--- config.mk ---
export PLATFORM = sky130hd
export DESIGN_NAME = counter_updown_param
export DESIGN_NICKNAME = d
export VERILOG_FILES = /design/src/rtl/counter_updown_param_pkg.sv /design/src/rtl/counter_updown_param.sv
export SDC_FILE = /design/constraint.sdc
export NUM_CORES = 1
export LEC_CHECK = 0
export BUFFER_PORTS_ARGS = -buffer_cell sky130_fd_sc_hd__buf_2
export CORE_MARGIN = 2
export CORE_UTILIZATION = 54
export DETAILED_ROUTE_END_ITERATION = 12
export HOLD_SLACK_MARGIN = 0.06
export PLACE_DENSITY_LB_ADDON = 0.12
export SLEW_MARGIN = 0
export SYNTH_ARGS = -nofsm -noshare
export SYNTH_HDL_FRONTEND = slang
export SYNTH_SLANG_ARGS = --single-unit
--- constraint.sdc ---
create_clock -name clk -period 4.3 [get_ports clk]
set_input_delay 0 -clock clk [delete_from_list [all_inputs] [get_ports clk]]
set_output_delay 0 -clock clk [all_outputs]
set_load 0.02 [all_outputs]
--- src/rtl/counter_updown_param_pkg.sv ---
// Shared constants for the parametrised up/down counter family.
// MODE_* select the end-of-range behaviour.
package counter_updown_param_pkg;

  localparam int MODE_WRAP = 0;
  localparam int MODE_SAT  = 1;

endpackage

--- src/rtl/counter_updown_param.sv ---
// Parametrised up/down counter with wrap/saturate mode, synchronous load,
// terminal-count pulse and a sticky overflow flag.
module counter_updown_param
  import counter_updown_param_pkg::*;
#(
  parameter int WIDTH   = 8,
  parameter int MAX_VAL = 255,
  parameter int RST_VAL = 0,
  parameter int MODE    = MODE_WRAP
) (
  input  logic             clk,
  input  logic             rst,
  input  logic             en,
  input  logic             dir,
  input  logic             load,
  input  logic [WIDTH-1:0] load_val,
  input  logic             clr_ovf,
  output logic [WIDTH-1:0] count,
  output logic             tc,
  output logic             ovf,
  output logic             at_max,
  output logic             at_zero
);

  localparam logic [WIDTH-1:0] MAX_C = WIDTH'(MAX_VAL);
  localparam logic [WIDTH-1:0] RST_C = WIDTH'(RST_VAL);

  // Parameter ranges are rejected at elaboration rather than silently truncated.
  if (WIDTH < 2 || WIDTH > 31) begin : g_badWidth
    $error("counter_updown_param: WIDTH must be in 2..31");
  end
  if (MAX_VAL < 1 || longint'(MAX_VAL) > ((longint'(1) << WIDTH) - 1)) begin : g_badMax
    $error("counter_updown_param: MAX_VAL out of range for WIDTH");
  end
  if (RST_VAL < 0 || RST_VAL > MAX_VAL) begin : g_badRst
    $error("counter_updown_param: RST_VAL must lie in 0..MAX_VAL");
  end
  if (MODE != MODE_WRAP && MODE != MODE_SAT) begin : g_badMode
    $error("counter_updown_param: MODE must be MODE_WRAP or MODE_SAT");
  end

  logic [WIDTH-1:0] r_count;
  logic             r_tc;
  logic             r_ovf;

  logic [WIDTH-1:0] w_nextCount;
  logic             w_nextTc;
  logic             w_satEvent;
  logic             w_nextOvf;
  logic             w_atMax;
  logic             w_atZero;

  assign w_atMax  = (r_count == MAX_C);
  assign w_atZero = (r_count == '0);

  always_comb begin
    w_nextCount = r_count;
    w_nextTc    = 1'b0;
    w_satEvent  = 1'b0;
    if (load) begin
      w_nextCount = (load_val > MAX_C) ? MAX_C : load_val;
    end else if (en) begin
      if (dir) begin
        if (!w_atMax) begin
          w_nextCount = r_count + WIDTH'(1);
        end else if (MODE == MODE_SAT) begin
          w_satEvent = 1'b1;
        end else begin
          w_nextCount = '0;
          w_nextTc    = 1'b1;
        end
      end else begin
        if (!w_atZero) begin
          w_nextCount = r_count - WIDTH'(1);
        end else if (MODE == MODE_SAT) begin
          w_satEvent = 1'b1;
        end else begin
          w_nextCount = MAX_C;
          w_nextTc    = 1'b1;
        end
      end
    end
  end

  // A saturation event in the same cycle as clr_ovf keeps the flag set.
  assign w_nextOvf = w_satEvent | (r_ovf & ~clr_ovf);

  always_ff @(posedge clk) begin
    if (rst) begin
      r_count <= RST_C;
      r_tc    <= 1'b0;
      r_ovf   <= 1'b0;
    end else begin
      r_count <= w_nextCount;
      r_tc    <= w_nextTc;
      r_ovf   <= w_nextOvf;
    end
  end

  assign count   = r_count;
  assign tc      = r_tc;
  assign ovf     = r_ovf;
  assign at_max  = w_atMax;
  assign at_zero = w_atZero;

endmodule

=== Word-level counts from Yosys, hierarchy flattened ===
Cells that the tools add are included.
W data, S select, Z words.

* Register bits after elaboration: 10
* Bits of input ports: 14

* Add/sub/neg operators: 2
* $lt $le $gt $ge: 1
* Equal/unequal tests: 1
* Multiplexer cells: 9
* Bitwise logic cells: 3
* Reduce and logical (&&, ||, !) cells: 3

{| class="wikitable"
|+ Operators by type and width
! kind !! number
|-
| $mux W8 || 6
|-
| $add A8 B1 Y8 const B || 1
|-
| $eq A8 B8 Y1 const B || 1
|-
| $gt A8 B8 Y1 const B || 1
|-
| $logic_not A8 Y1 || 1
|-
| $sub A8 B1 Y8 const B || 1
|-
| $mux W1 || 3
|-
| $reduce_or A3 Y1 || 1
|-
| $not A1 Y1 || 2
|-
| $reduce_bool A2 Y1 || 1
|-
| $and A1 B1 Y1 || 1
|}

=== Longest topological paths before layout ===
Gate-level depths: netlist (run 1).

* Word-level depth: 5
* Mapped depth: 7

=== Least setup slack after synthesis (run 1) ===
OpenSTA, ideal clock, no wires.

* Path type: reg2reg
* Start: register r_count[1] (netlist: count[1])
* End: register r_count[7] (netlist: count[7])
* Library setup time: 75 ps
* Data arrival time: 1,708 ps
* Data required time: 4,225 ps
* Slack: 2,517 ps
* Cell stages (with the launch flop): 8
* Buffers on the path: 1
* Path through: dfxtp_1 -> clkbuf_1 -> inv_1 -> ha_1 -> or4b_4 -> a2111oi_2 -> o31ai_1 -> o22ai_1

* Longest elaborated chain between the ends: 5
* Elaborated cells on any way between the ends: 9
* Classes of those cells: add/sub (2); eq/ne (1); mux (5); reduce/logical (1)

{| class="wikitable"
|+ Ends and longest elaborated chain
! element !! line !! text
|-
| start, declared || counter_updown_param.sv:42 || <nowiki>logic [WIDTH-1:0] r_count;</nowiki>
|-
| start signal, assigned || counter_updown_param.sv:94 || <nowiki>r_count <= w_nextCount;</nowiki>
|-
| $sub A8 B1 Y8, or another cell as far along || counter_updown_param.sv:74 || <nowiki>w_nextCount = r_count - WIDTH'(1);</nowiki>
|-
| $mux W8 (on tied branches) || counter_updown_param.sv:73, counter_updown_param.sv:64 ||
|-
| $mux W8 (*) || counter_updown_param.sv:63 || <nowiki>if (dir) begin</nowiki>
|-
| $mux W8 (*) || counter_updown_param.sv:62 || <nowiki>end else if (en) begin</nowiki>
|-
| $mux W8 (*) || counter_updown_param.sv:60 || <nowiki>if (load) begin</nowiki>
|}

Every way passes the cells marked *; elsewhere a longest branch is shown, timed or not. The select of a mux whose other input is x is not followed.
A chain may end at the register's enable or synchronous reset.

=== Final worst setup path (run 1) ===
* Start: register r_count[0] (netlist: count[0])
* End: output port at_zero

* Longest elaborated chain between the ends: 1

{| class="wikitable"
|+ Ends and longest elaborated chain
! element !! line !! text
|-
| $logic_not A8 Y1 || counter_updown_param.sv:54 || <nowiki>assign w_atZero = (r_count == '0);</nowiki>
|-
| end, declared || counter_updown_param.sv:22 || <nowiki>output logic at_zero</nowiki>
|}

Every way passes these cells.

==> results.toml, run 1 <==
[finish]
nets = 154
final_util_pct = 67.9
antenna_cells = 0
area_delta_synth_final_pct = 17.5
nFillCells = 131
final_layout_size_suffix_gt1_share_pct = 26.7

[power_and_ir_drop]
power.total_mw = 0.283
pwr-share-comb_pct = 34.7
seqPwrFrac_pct = 41.5
leakage_nw = 0.445
clkPwrFrac_pct = 23.8
irDropWorstVdd_v = 0.000155
p_switching_mw = 0.104
power_density_nw_per_um2 = 273
switching_share_pct = 36.7
p_int_mw = 0.179

[worst_hold_path]
hold_depth = 5
hold_class = "primary input to flip-flop"
holdCritStartpoint = "load_val[5]"
whs_endpoint = "count[5]"

[routing]
first_iter_violations = 35
routed_wirelength_mm = 2.18
drt-pass1-iter-count = 4
num_vias = 928
drc_errors = 0
avgViaCountPerCell = 6.15
wl_per_cell_um = 14.5
postRouteAntennaNets = 0

[timing]
max_slew_margin_pct = 68.0
tightestPinTransition_ns = 0.477
grt_setup_unrepaired = "false"
setup_tns_ns = 0
hold_viol = 0
final.period_utilization_pct = 43.6
holdWs_ns = 0.0583
fin_crit_ns = 1.88
fin_skew_ns = 0.00180
timing.final.ws_setup_ns = 2.42
drv_slew = 0
fmax_ghz = 0.533
finalSetupViolations = 0

[setup_path]
worst_r2r_path_depth = 6
end_kind = "primary output"
crit_type = "flip-flop to primary output"
worst_ep_required_time_ns = 4.30
r2r_slack_ns = 2.51
cp-start-kind = "flip-flop"
r2r-start = "count[0]"
timing.rr.end = "count[7]"
critPathMaxFanout = 10
crit_arrival_ns = 1.88

[synthesis]
syn_area_per_cell_um2 = 7.73
synth_seq_cells = 10
yosys.area.top_type = "dfxtp_1"
yosysTopAreaCellShare_pct = 22.7
synth_edf_count = 0
synthTopCellsByArea = "dfxtp_1 (23%), a21oi_1 (6.3%), nor3_1 (6.3%)"
yosys_warnings = 0
yosys-top-cells-count = "a21oi_1 (11), nor3_1 (11), dfxtp_1 (10)"
netlist_instances = 114
synth_fp_nets = 131
yosysUniqueCellTypes = 38
synthArstFlopShare_pct = 0
ys_seq_area_share_pct = 22.7
syn_area_um2 = 881
synth_flop_cell = "dfxtp_1"

[die]
num_io_pins = 26
coreArea_um2 = 1520
rows = 14
die_area_um2 = 1970
start_util_pct = 57.8
fp.dieH_um = 44.4
die_w_um = 44.4

[global_route]
antenna_found_initial = 0
grt_max_degree = 19
grtUsageTotal_pct = 25.7
gr-total-overflow = 0
grt_pass1_vias = 815
grt_pass1_wl_mm = 3.74

[run_status]
status = "finished clean"

[clock_tree]
cts.clk_slew.worst_paths_ns = 0.07
cts_buffers = 3
clk_path_buf_depth = 2
cts_sinks = 10
ctsResizeCount = 0
root_buffer = "clkbuf_4"
cts_tree = "built"
htreeDepth = 1
clock_latency_ns = 0.27

[place]
pre_cts_slack_ns = 2.54
port_buffers = 25
gp_routability_congestion = 0.882
post-dp-hpwl_mm = 1.50

[job]
drv_cap = 0
==> metrics by stage <==
| stage | std cells | area, µm² |
|---|---|---|
| global route | 151 | 1030 |
| floorplan | 114 | 881 |
| global placement | 144 | 972 |
| CTS | 151 | 1030 |
| detailed placement | 144 | 972 |
| finish | 151 | 1030 |
==> routing by layer <==
metal	vias up	GRT usage (%)	share of wire, %
met5	-	0	0
li1	455	-	-
met4	0	14.5	1.8
met1	433	35.5	47
met2	35	38.8	46
met3	5	2.45	5.5
==> flip-flops by register name, indices dropped and copies added, names as in the netlist <==
| register | cells |
|---|---|
| tc | 1 |
| count | 8 |
| ovf | 1 |
==> worst max-delay path by stage <==
stage,from,end,slack [ns],cells past startpoint
2_1_floorplan,count[1],count[7],2.52,7
3_3_place_gp,count[0],count[0],2.59,6
3_5_place_dp,count[0],count[7],2.54,6
4_1_cts,count[0],at_zero,2.43,6
5_1_grt,count[0],at_zero,2.36,6
6_report,count[0],at_zero,2.42,6
==> kinds of logic after synthesis <==
family / synth area share (%)
AND/OR/NAND/NOR: 30.4
XOR/XNOR: 7.95
adder cells (fa/ha/maj): 4.26
flip-flops: 22.7
AO/OA/AOI/OAI: 24.9
buffers and inverters: 8.66
multiplexers: 1.14
==> cell usage in the layout, fill, tap and decap left out, drive strengths merged <==
| cell | count |
|---|---|
| buf | 25 |
| nor3 | 11 |
| a21oi | 11 |
| dfxtp | 10 |
| inv | 6 |
| nor2 | 6 |
| xnor2 | 6 |
| nor2b | 5 |
| o31a | 5 |
| nor3b | 4 |
| o21ai | 4 |
| dlygate4sd3 | 4 |
| o31ai | 3 |
| nand3 | 3 |
| ha | 3 |
| clkbuf | 3 |
| or3 | 3 |
| a31oi | 2 |
| nand2 | 2 |
| xor2 | 2 |
| nand2b | 2 |
| and2 | 2 |
| or4b | 1 |
| and4 | 1 |
| and3 | 1 |
| nand4 | 1 |
| a32oi | 1 |
| a21boi | 1 |
| a31o | 1 |
| a21o | 1 |
| nand4b | 1 |
| a41o | 1 |
| a2111oi | 1 |
| o22ai | 1 |
| mux2i | 1 |
==> power by group through the flow <==
stage               Clock [mW]  Combinational (mW)  Sequential (mW)
floorplan                    0              0.0754            0.116
global placement             0              0.0929            0.118
detailed placement           0              0.0942            0.119
CTS                     0.0665              0.0979            0.117
global route            0.0726               0.109            0.119
finish                  0.0673              0.0982            0.117
==> cell type report <==
class | count | area, µm² | share of cell area (%)
sequential | 10 | 200 | 19.3
clock buffer | 3 | 22.5 | 2.18
timing repair buffer | 29 | 165 | 16.0
inverter | 6 | 22.5 | 2.18
multi-input combinational | 87 | 604 | 58.4
tap | 16 | 20.0 | 1.93
==> critical path, stage by stage, from the launching register on <==
cell and delay [ns]:
dfxtp_1 0.41, inv_1 0.14, ha_1 0.16, or4b_4 0.49, nand2b_4 0.19, inv_1 0.06
buf_2 0.15
==> timing repair <==
item                      in CTS  in global routing
hold endpoints to repair       4                  0
hold buffers                   4                  0
setup buffers                  0                  0
Power figures use the tool's default switching activity.
==> run 2: changes to the inputs <==
--- a/config.mk
+++ b/config.mk
@@ -7,7 +7,7 @@
 export LEC_CHECK = 0
 export BUFFER_PORTS_ARGS = -buffer_cell sky130_fd_sc_hd__buf_2
 export CORE_MARGIN = 2
-export CORE_UTILIZATION = 54
+export CORE_UTILIZATION = 50
 export DETAILED_ROUTE_END_ITERATION = 12
 export HOLD_SLACK_MARGIN = 0.06
 export PLACE_DENSITY_LB_ADDON = 0.12
==> constraint.sdc (replaced) <==
create_clock -name clk -period 1.95 [get_ports clk]
set_input_delay 0 -clock clk [delete_from_list [all_inputs] [get_ports clk]]
set_output_delay 0 -clock clk [all_outputs]
set_load 0.02 [all_outputs]
==> run 2 against run 1 <==
  * Die area increased by 7.2%
  * Largest power group unchanged
  * Global-route usage decreased by 1.9 points
  * Worst hold slack improved by 0.0012 ns
  * Critical path depth unchanged
  * Register-to-register slack got worse by 2.3 ns
  * Largest cell class unchanged
  * Via count increased by 0.32%
  * Highest routed layer unchanged
  * Clock power increased by 120%
  * First-iteration DRC count decreased by 37%
  * Power increased by 120%
==> results.toml, run 2 (synthesis results as in run 1) <==
[run_status]
status = "finished clean"

[setup_path]
critPathMaxFanout = 10
crit_type = "flip-flop to primary output"
path_cells = "inv_1 > ha_1 > or4b_4 > nand2b_4 > inv_1 > buf_2"
path_common_cell = "inv_1"
r2r-start = "count[0]"
critical_path.max_stage_delay_ns = 0.49
r2r_slack_ns = 0.16
crit_start = "count[0]"
cp_slowest_cell = "or4b_4"
cp-start-kind = "flip-flop"
worst_r2r_path_depth = 6
worst_ep_required_time_ns = 1.95
timing.rr.end = "count[7]"
end_kind = "primary output"
crit_arrival_ns = 1.83

[global_route]
grt_pass1_wl_mm = 3.66
antenna_found_initial = 0
grtUsageTotal_pct = 23.8
gr-total-overflow = 0
grt_max_degree = 19
grt_pass1_vias = 846

[clock_tree]
htreeDepth = 1
clock_latency_ns = 0.27
cts.clk_slew.worst_paths_ns = 0.07
root_buffer = "clkbuf_4"
cts_tree = "built"
clk_path_buf_depth = 2
cts_setup_buffers = 0
cts_sinks = 10
cts_buffers = 3

[die]
die_area_um2 = 2110
num_io_pins = 26
rows = 15
fp.dieH_um = 46.0
die_w_um = 46.0
coreArea_um2 = 1690
start_util_pct = 52.1

[timing]
fin_skew_ns = 0.00274
finalSetupViolations = 0
drv_slew = 0
max_slew_margin_pct = 74.4
fin_crit_ns = 1.83
tightestPinTransition_ns = 0.383
grt_setup_unrepaired = "false"
setup_tns_ns = 0
fmax_ghz = 0.545
hold_viol = 0
final.period_utilization_pct = 94.1

[finish]
area_delta_synth_final_pct = 21.3
nFillCells = 155
multi_input_area_um2 = 604
layout_commonest_cell = "buf_2"
nets = 158
largest_register_ff_count = 8
instances_no_fill = 156
regArea_um2 = 200
final_layout_size_suffix_gt1_share_pct = 28.1
layout_common_cells = "buf_2 (25), nor3_1 (11), a21oi_1 (11)"
antenna_cells = 0

[power_and_ir_drop]
pwr-share-comb_pct = 37.0
irDropWorstVdd_v = 0.000456
p_int_mw = 0.403
clkPwrFrac_pct = 23.2
leakage_nw = 0.467
switching_share_pct = 36.1
seqPwrFrac_pct = 39.8
p_switching_mw = 0.228
power_density_nw_per_um2 = 591

[routing]
wl_per_cell_um = 14.6
routed_wirelength_mm = 2.29
avgViaCountPerCell = 5.97
drt-pass1-iter-count = 4
num_vias = 931
postRouteAntennaNets = 0
drc_errors = 0
first_iter_violations = 22

[worst_hold_path]
hold_class = "primary input to flip-flop"
whs_endpoint = "count[5]"
holdCritStartpoint = "load_val[5]"
hold_depth = 5

[place]
post-dp-hpwl_mm = 1.63
gp_routability_congestion = 0.851
dp_cells = 148
port_buffers = 25

[job]
drv_cap = 0
## run 2: layout make-up
class                           instances  share of cell area (%)
Tap cell                               17                    1.99
Multi-Input combinational cell         87                    56.6
Timing Repair Buffer                   33                    18.5
Clock buffer                            3                    2.11
Inverter                                6                    2.11
Sequential cell                        10                    18.7
## run 2: worst max-delay path by stage
stage / to / slack (ns) / cells after the start
final: at_zero / 0.12 / 6
after CTS: at_zero / 0.12 / 6
after floorplan: count[7] / 0.17 / 7
after global placement: count[7] / 0.26 / 6
after global routing: count[7] / 0.02 / 6
after detailed placement: count[7] / 0.19 / 6
## run 2: timing repair
item | 4_1_cts | 5_1_grt
hold endpoints to repair | 3 | 0
resized for setup | 0 | 0
setup endpoints to repair | 0 | 0
hold buffers | 5 | 0
## run 2: power groups by stage
stage                     combinational, mW  sequential, mW  clock [mW]
after floorplan                       0.166           0.255           0
after global placement                0.222           0.254           0
after detailed placement              0.227           0.255           0
after CTS                             0.234           0.251       0.148
after global routing                  0.256           0.255       0.158
final                                 0.233           0.251       0.147
## run 2: critical path, delay by kind of cell (launching register included)
| kind | cells | cell delay, ns |
|---|---|---|
| and+or+nand+nor | 2 | 0.68 |
| adders and majority gates | 1 | 0.14 |
| DFF | 1 | 0.40 |
| buffers and inverters | 3 | 0.34 |
## run 2: through the flow
stage	area, µm²	setup slack (ns)	util [%]	power (mW)	hold slack (ns)
finish	1070	0.116	63.3	0.631	0.0594
global route	1070	0.0178	63.3	0.669	0.0836
CTS	1070	0.123	63.3	0.632	0.0621
detailed placement	996	0.186	59.0	0.482	0.168
global placement	996	0.262	59.0	0.475	0.162
floorplan	881	0.167	-	0.421	0.0761
## run 2: metal layers
layer  vias to the layer above  wire (µm)  track usage [%]
met4                         0         21             7.43
li1                        462          -                -
met5                         -          0                0
met1                       436       1010             28.1
met2                        31       1120             40.6
met3                         2        138             7.14
